<file path="config.mk">
export PLATFORM = sky130hd
export DESIGN_NAME = resolution_line_loader
export DESIGN_NICKNAME = d
export VERILOG_FILES = /design/src/rtl/resolution_line_loader.sv
export SDC_FILE = /design/constraint.sdc
export NUM_CORES = 1
export LEC_CHECK = 0
export ABC_AREA = 1
export BUFFER_PORTS_ARGS = -buffer_cell sky130_fd_sc_hd__buf_2
export CORE_AREA = 3 3 106 108
export DETAILED_ROUTE_END_ITERATION = 6
export DIE_AREA = 0 0 109 111
export HOLD_SLACK_MARGIN = 0.15
export PLACE_DENSITY = 0.61
export SLEW_MARGIN = 15
export SYNTH_ARGS = -nofsm -noshare
export SYNTH_HDL_FRONTEND = slang
export SYNTH_SLANG_ARGS = --single-unit
</file>
<file path="constraint.sdc">
create_clock -name clock -period 1.9 [get_ports clock]
set_input_delay 0.095 -clock clock [delete_from_list [all_inputs] [get_ports clock]]
set_output_delay 0.095 -clock clock [all_outputs]
set_load 0.03 [all_outputs]
</file>
<file path="src/rtl/resolution_line_loader.sv">
// resolution_line_loader: copies the active mode's resolution text lines from the ROM into the OSD text RAM
// Reloads after reset, on any mode change and on a start pulse; a mode change mid-load restarts it.
module resolution_line_loader #(
  parameter int LINE_WIDTH    = 128,
  parameter int NUM_LINES     = 16,
  parameter int MODE_ID_WIDTH = 5,
  parameter int WR_ADDR_WIDTH = 8,
  parameter int TEXT_BASE     = 0
) (
  input  logic                     clock,
  input  logic                     reset,
  input  logic [MODE_ID_WIDTH-1:0] mode_id,
  input  logic                     start,
  output logic [3:0]               rom_addr,
  input  logic [LINE_WIDTH-1:0]    rom_q,
  output logic                     wr_en,
  output logic [WR_ADDR_WIDTH-1:0] wr_addr,
  output logic [LINE_WIDTH-1:0]    wr_data,
  output logic                     busy,
  output logic                     done
);
  typedef enum logic [1:0] {IDLE, FETCH, DRAIN, DONE} state_t;
  localparam logic [3:0] LAST = 4'(NUM_LINES - 1);
  state_t state_q, state_d;
  logic [MODE_ID_WIDTH-1:0] mode_q;
  logic [3:0] addr_q, addr_d, widx_q;
  logic vld_q, vld_d, pending_q, pending_d;
  logic mode_change, trigger;
  assign mode_change = (mode_id != mode_q) && !reset;
  assign trigger     = start | mode_change | pending_q;
  assign busy        = (state_q == FETCH) || (state_q == DRAIN);
  assign done        = state_q == DONE;
  assign rom_addr    = addr_q;
  assign wr_en       = vld_q;
  assign wr_addr     = WR_ADDR_WIDTH'(TEXT_BASE) + WR_ADDR_WIDTH'(widx_q);
  assign wr_data     = rom_q;
  always_comb begin
    state_d   = state_q;
    addr_d    = addr_q;
    vld_d     = 1'b0;
    pending_d = pending_q;
    case (state_q)
      IDLE: if (trigger) begin
        state_d   = FETCH;
        addr_d    = 4'd0;
        pending_d = 1'b0;
      end
      FETCH: begin
        vld_d   = 1'b1;
        state_d = (addr_q == LAST) ? DRAIN : FETCH;
        addr_d  = (addr_q == LAST) ? addr_q : addr_q + 4'd1;
      end
      DRAIN: state_d = DONE;
      default: begin
        state_d   = IDLE;
        pending_d = pending_q | start | mode_change;
      end
    endcase
    // a mode change mid-load discards in-flight old-mode data and restarts from line 0
    if (busy && mode_change) begin
      state_d = FETCH;
      addr_d  = 4'd0;
      vld_d   = 1'b0;
    end
  end
  always_ff @(posedge clock) begin
    if (reset) begin
      state_q   <= IDLE;
      mode_q    <= '0;
      addr_q    <= 4'd0;
      widx_q    <= 4'd0;
      vld_q     <= 1'b0;
      pending_q <= 1'b1;
    end else begin
      state_q   <= state_d;
      mode_q    <= mode_id;
      addr_q    <= addr_d;
      widx_q    <= addr_q;
      vld_q     <= vld_d;
      pending_q <= pending_d;
    end
  end
endmodule

</file>
==> metrics.md, run 1 <==
| Metric | Value |
|---|---|
| Outcome | `finished clean` |
| Initial antenna violation count | `0` |
| Antenna Cells | `0` |
| Main area contributors after synthesis | `buf_4 (54%), dfxtp_1 (19%), nand2_1 (5.2%)` |
| RSZ-0062 raised after global routing | `false` |
| # setup viols final | `0` |
| Async SR Flop Fraction | `0%` |
| Tcrit/Tclk final | `82.4%` |
| Max Clk Rate | `0.638 GHz` |
| Total core area | `0.0103 mm²` |
| DRC | `0` |
| Vias in the first global route | `934` |
| PwrDens | `699 mW/mm²` |
| Row Count | `37` |
| Yosys top cell area share | `54.4%` |
| Total Power | `0.825 mW` |
| Most used cell, CP | `nor2_1` |
| WS Path Type | `input port to register` |
| YS warnings | `0` |
| GPL Wtd Cong | `0.711` |
| H-tree depth | `1` |
| Reg clk slew, reported paths | `70 ps` |
| Pin count of the biggest net entering global routing | `12` |
| Filler cell count | `1179` |
| Critical Path AT | `1750 ps` |
| Post-route non-filler standard cell count | `282` |
| Final core occ | `11.4%` |
| Die area | `0.0121 mm²` |
| CTS max path bufs | `2` |
| Crit Path Max Fanout | `4` |
| Seq/Total Area, Yosys | `18.7%` |
| Worst path slowest cell | `dlygate4sd3_1` |
| Count leader, synth | `buf_4` |
| Worst EP required | `2080 ps` |
| Drt total wl | `3.12 mm` |
| Drt first pass iters | `4` |
| Fin. max-slew vios | `0` |
| Delay-heaviest family, CP | `simple AND/OR/NAND/NOR gates` |
| TritonCTS clock tree | `done` |
| Vias per Instance | `3.33` |
| R2R depth | `9` |
| Syn avg cell area | `7.28 µm²` |
| Clock Skews | `3.15 ps` |
| Die W | `109 µm` |
| Final Hold Vio Count | `0` |
| Setup TNS | `0 ps` |
| Hold crit path type | `input port to register` |
| Synth Flop Type | `dfxtp_1` |
| Post-detailed-route count of antenna-violating nets | `0` |
| WL/cell | `11.1 µm` |
| Global-route usage over all layers | `5.20%` |
| Clk root buf | `clkbuf_8` |
| Max IR drop VDD | `0.158 mV` |
| Synth cell types | `17` |
| Num Clock Sinks | `17` |
| Nets | `289` |
| Startpoint class of the critical path | `input port` |
| Number of cells on the critical path | `11` |
| First-pass GRT wire length | `4.60 mm` |
| Yosys top cell by area | `buf_4` |
| Syn-to-layout area delta | `-35.1%` |
| Grt total ovfl | `0` |
| Synth Cell Area | `0.00182 mm²` |
| EDFF count, synth | `0` |
| Crit-path cells | `dlygate4sd3_1 -> buf_2 -> nand2_1 -> nand2_1 -> nor2_1 -> nand3_1 -> nand2_2 -> nor2_1 -> nor2_1 -> inv_1 -> nor2_1` |
| Port Buffers | `18` |
| Seq cells post-synth | `17` |
| Most frequent cells after synthesis | `buf_4 (132), nand2_1 (25), nor2_1 (22)` |
| Total of max-cap violations | `0` |
| CP Capture Type | `register` |
| CP peak stage delay | `530 ps` |
| Hold Crit Depth | `2` |
| Worst path bufs/invs | `3` |
| Post-Syn Instances | `250` |
| Vias post-DR | `940` |
| Starting DRC count in detailed routing | `35` |
| Insertion delay to the later sink of the worst-skew pair | `250 ps` |
| P_leak | `0.561 nW` |
| Initial Util | `17.6%` |
| IO Pins | `279` |
| Min Tclk post-route | `1570 ps` |
| Die Y | `111 µm` |
| Post-cts resize count | `0` |
| Cts bufs inserted | `3` |
| Placed cell count | `273` |
| Post-DP HPWL | `2.53 mm` |
| Layout cells sized above 1 | `16.4%` |
[report_power, final]
part | internal [mW] | switching [mW]
logic | 0.0543 | 0.106
registers | 0.377 | 0.0164
clock network | 0.149 | 0.123
[layer usage]
metal  global-route usage [%]  up-vias  share of wire [%]
met5                        0        -                  0
met4                     7.41        0                 13
met3                     3.73       64                 14
met2                     7.45       79                 44
met1                     3.63      390                 30
li1                         -      407                  -
[stage by stage]
| step | instance area, µm² | hold slack, ps | worst slack, ps |
|---|---|---|---|
| global placement | 1090 | 190 | 393 |
| global route | 1180 | 184 | 100 |
| detailed placement | 1090 | 190 | 345 |
| floorplan | 1830 | 220 | 416 |
| finish | 1180 | 176 | 334 |
| CTS | 1180 | 184 | 327 |
[what timing repair did]
| action | 4_1_cts | 5_1_grt |
|---|---|---|
| setup buffers | 0 | 0 |
| hold endpoints to repair | 5 | 0 |
| hold buffers | 5 | 0 |
[cell usage in the layout (no fill, tap or decap), types with 3 or more instances in the layout]
master / netlist / final
conb_1: 1 / 4
inv_1: 21 / 21
nand3_1: 10 / 10
a21oi_1: 6 / 6
ha_1: 6 / 6
dlygate4sd3_1: 0 / 5
buf_2: 0 / 18
dfxtp_1: 17 / 17
nor2_1: 22 / 22
clkbuf_8: 0 / 3
nand2_1: 25 / 25
[path summary, 6_finish.rpt]
check | slack (ps) | end | start
max | 330 | wr_en | mode_id[0]
min | 180 | widx_q[1] | reset
max reg2reg | 340 | rom_addr[1] | state_q[1]
min reg2reg | 470 | pending_q | pending_q
[state kept, by name, indices dropped and copies added (netlist names)]
name / count
mode_q: 5
rom_addr: 4
widx_q: 4
state_q: 2
pending_q: 1
wr_en: 1
[area by class of cell]
class / count / area, µm² / share of cell area [%]
multi-input combinational: 81 / 407 / 34.4
clock buffer: 4 / 45.0 / 3.81
inverter: 21 / 78.8 / 6.67
tap: 136 / 170 / 14.4
timing repair buffer: 23 / 140 / 11.9
sequential: 17 / 340 / 28.8
[kinds of logic (layout without fill, tap and decap cells)]
kind of cell / after synthesis / count (layout) / share of synthesized area (%)
other: 1 / 4 / 0.206
DFF: 17 / 17 / 18.7
adders and majority gates: 6 / 6 / 4.12
AOI/OAI and AO/OA: 9 / 9 / 2.68
buffers and inverters: 155 / 48 / 59.6
and+or+nand+nor: 60 / 60 / 13.7
xor gates and xnor gates: 2 / 2 / 0.962
No activity file was read; power rests on OpenSTA's default activity.
==> inputs of run 2 (changes only) <==
--- a/config.mk
+++ b/config.mk
@@ -5,7 +5,7 @@
 export SDC_FILE = /design/constraint.sdc
 export NUM_CORES = 1
 export LEC_CHECK = 0
-export ABC_AREA = 1
+export ABC_AREA = 0
 export BUFFER_PORTS_ARGS = -buffer_cell sky130_fd_sc_hd__buf_2
 export CORE_AREA = 3 3 106 108
 export DETAILED_ROUTE_END_ITERATION = 6
==> constraint.sdc (replaced) <==
create_clock -name clock -period 1.5 [get_ports clock]
set_input_delay 0.075 -clock clock [delete_from_list [all_inputs] [get_ports clock]]
set_output_delay 0.075 -clock clock [all_outputs]
set_load 0.03 [all_outputs]
==> run 2 against run 1 <==
Against the previous run:
- area after synthesis is 0.48% higher
- first-iteration DRC count shrank 54%
- critical endpoint is now state_q[1]
- clock skew is 4.5 ps higher
- the flow now finishes with violations (negative setup slack)
==> metrics.md, run 2 <==
| Metric | Value |
|---|---|
| RSZ-0062 raised after global routing | `true` |
| Most used cell, CP | `nor3b_4` |
| Grt total ovfl | `0` |
| Total Power | `1.04 mW` |
| Sequential share of power | `45.8%` |
| Layout cells sized above 1 | `43.1%` |
| Drt first pass iters | `4` |
| Synth Flop Type | `dfxtp_1` |
| Post-DP HPWL | `3.68 mm` |
| Clock power share | `34.6%` |
| Post-Syn Instances | `224` |
| TritonCTS clock tree | `done` |
| Max IR drop VDD | `0.251 mV` |
| YS warnings | `0` |
| FF+latch area | `350 µm²` |
| Startpoint class of the critical path | `register` |
| Insertion delay to the later sink of the worst-skew pair | `260 ps` |
| Commonest cells after routing, fill and taps aside | `buf_2 (18), buf_4 (16), dfxtp_1 (13)` |
| Clk root buf | `clkbuf_8` |
| Global-route usage over all layers | `7.10%` |
| Total of max-cap violations | `0` |
| Clock Skews | `7.66 ps` |
| Die W | `109 µm` |
| Syn avg cell area | `8.17 µm²` |
| Nets | `280` |
| Seq cells post-synth | `17` |
| Port Buffers | `18` |
| GPL Wtd Cong | `0.795` |
| Most common cell after layout, fill and taps aside | `buf_2` |
| CP peak stage delay | `450 ps` |
| IO Pins | `279` |
| Max Clk Rate | `0.582 GHz` |
| Crit-path cells | `inv_2 -> ha_4 -> nor3b_4 -> nor3b_4 -> a21oi_2 -> or4b_1 -> a21oi_1` |
| Starting DRC count in detailed routing | `16` |
| Async SR Flop Fraction | `0%` |
| Sw Share | `28.8%` |
| Top reg by flops | `mode_q` |
| WHS | `150 ps` |
| Synth cell types | `35` |
| Synth Cell Area | `0.00183 mm²` |
| R2R Setup Slk | `-220 ps` |
| Syn-to-layout area delta | `-22.8%` |
| Pin count of the biggest net entering global routing | `13` |
| Row Count | `37` |
| Fin. max-slew vios | `0` |
| EDFF count, synth | `0` |
| Crit Path Max Fanout | `3` |
| Filler cell count | `1154` |
| Tcrit/Tclk final | `115%` |
| Main area contributors after synthesis | `buf_4 (54%), dfxtp_1 (19%), ha_1 (4.1%)` |
| Drt total wl | `4.47 mm` |
| Post-detailed-route count of antenna-violating nets | `0` |
| Initial Util | `17.7%` |
| Final Hold Vio Count | `0` |
| Multi-input logic area | `542 µm²` |
| Failing checks | `negative setup slack` |
| Die Y | `111 µm` |
| H-tree depth | `1` |
| Die area | `0.0121 mm²` |
| Yosys top cell area share | `54.2%` |
| Antenna Cells | `0` |
| Cts bufs inserted | `3` |
| DRC | `0` |
| Vias in the first global route | `952` |
| WL/cell | `16.4 µm` |
| CP Capture Type | `register` |
| # setup viols final | `4` |
| Total core area | `0.0103 mm²` |
| CTS max path bufs | `2` |
| Post-route non-filler standard cell count | `273` |
| First-pass GRT wire length | `6.26 mm` |
| Worst path slowest cell | `or4b_1` |
| Vias post-DR | `950` |
| Reg clk slew, reported paths | `80 ps` |
| Hold crit path type | `input port to output pin` |
| P_leak | `0.588 nW` |
| Int Power | `0.744 mW` |
| Seq/Total Area, Yosys | `18.6%` |
| Min Tclk post-route | `1720 ps` |
| Worst EP required | `1690 ps` |
| Most frequent cells after synthesis | `buf_4 (132), dfxtp_1 (17), nor2_1 (10)` |
| Num Clock Sinks | `17` |
| PwrDens | `740 mW/mm²` |
| Placed cell count | `259` |
| Vias per Instance | `3.48` |
| Yosys top cell by area | `buf_4` |
| Setup TNS | `-615 ps` |
| Critical Path AT | `1910 ps` |
| WS Path Type | `register to register` |
| Count leader, synth | `buf_4` |
| Outcome | `complete, but fails checks` |
| Initial antenna violation count | `0` |
| Logic pwr share | `19.6%` |
| Max FFs per register | `5` |
| Final WS setup | `-218 ps` |
| Switching power | `0.301 mW` |
run 2: cell types whose count changed after synthesis, moves of 8 or more:
cell,delta
inv_1,-14
nand3_1,-8
nor2b_1,+8
nand2_1,-19
nor2_1,-12
run 2: final cells by class:
class,count,area share (%)
sequential,17,24.8
clock inverter,1,0.532
clock buffer,3,2.93
timing repair buffer,40,19.2
tap,136,12.1
inverter,7,2.04
multi-input combinational,69,38.4
run 2: worst max-delay path, delay by kind of cell (launching register included):
family	cells	cell delay, ps
buf+inv	1	60
compound gates	2	340
fa+ha+maj	1	160
flops	1	340
simple gates	3	760
run 2: cells by family (layout without fill, tap and decap cells):
family / Yosys count / count (layout) / share of synthesized area [%]
flip-flops: 17 / 17 / 18.6
other: 1 / 4 / 0.205
XOR/XNOR: 5 / 5 / 2.39
multiplexers: 1 / 1 / 0.547
adder cells (fa/ha/maj): 6 / 6 / 4.10
buffers and inverters: 141 / 51 / 56.4
AO/OA/AOI/OAI: 17 / 17 / 6.63
AND/OR/NAND/NOR: 36 / 36 / 11.1
run 2: stage by stage:
stage	setup slack, ps	utilization, %	cell area [µm²]
floorplan	-137	-	1880
global placement	-160	11.8	1220
detailed placement	-211	11.8	1220
CTS	-214	13.1	1360
global route	-295	13.7	1410
finish	-218	13.7	1410
run 2: layer usage:
metal	global-route usage, %	routed length, µm	vias to the layer above
li1	-	-	393
met1	4.54	1050	439
met5	0	0	-
met3	5.65	731	33
met2	12.5	2400	85
met4	5.47	295	0
run 2: worst paths after layout:
kind,startpoint,end,cells past startpoint
worst max-delay path,state_q[1],state_q[1],7
worst min-delay path,rom_q[109],wr_data[109],0
worst max register to register,state_q[1],state_q[1],7
worst min register to register,pending_q,pending_q,2
run 2: power groups by stage:
stage / combinational [mW] / clock [mW] / sequential (mW)
global route: 0.225 / 0.392 / 0.479
CTS: 0.193 / 0.378 / 0.477
detailed placement: 0.169 / 0 / 0.486
global placement: 0.165 / 0 / 0.486
floorplan: 0.748 / 0 / 0.498
finish: 0.205 / 0.362 / 0.478
run 2: what timing repair did:
item	in CTS	in global routing
pin swaps	6	10
setup endpoints to repair	6	6
hold buffers	5	0
hold endpoints to repair	5	0
setup buffers	3	3
gates resized for setup	5	8
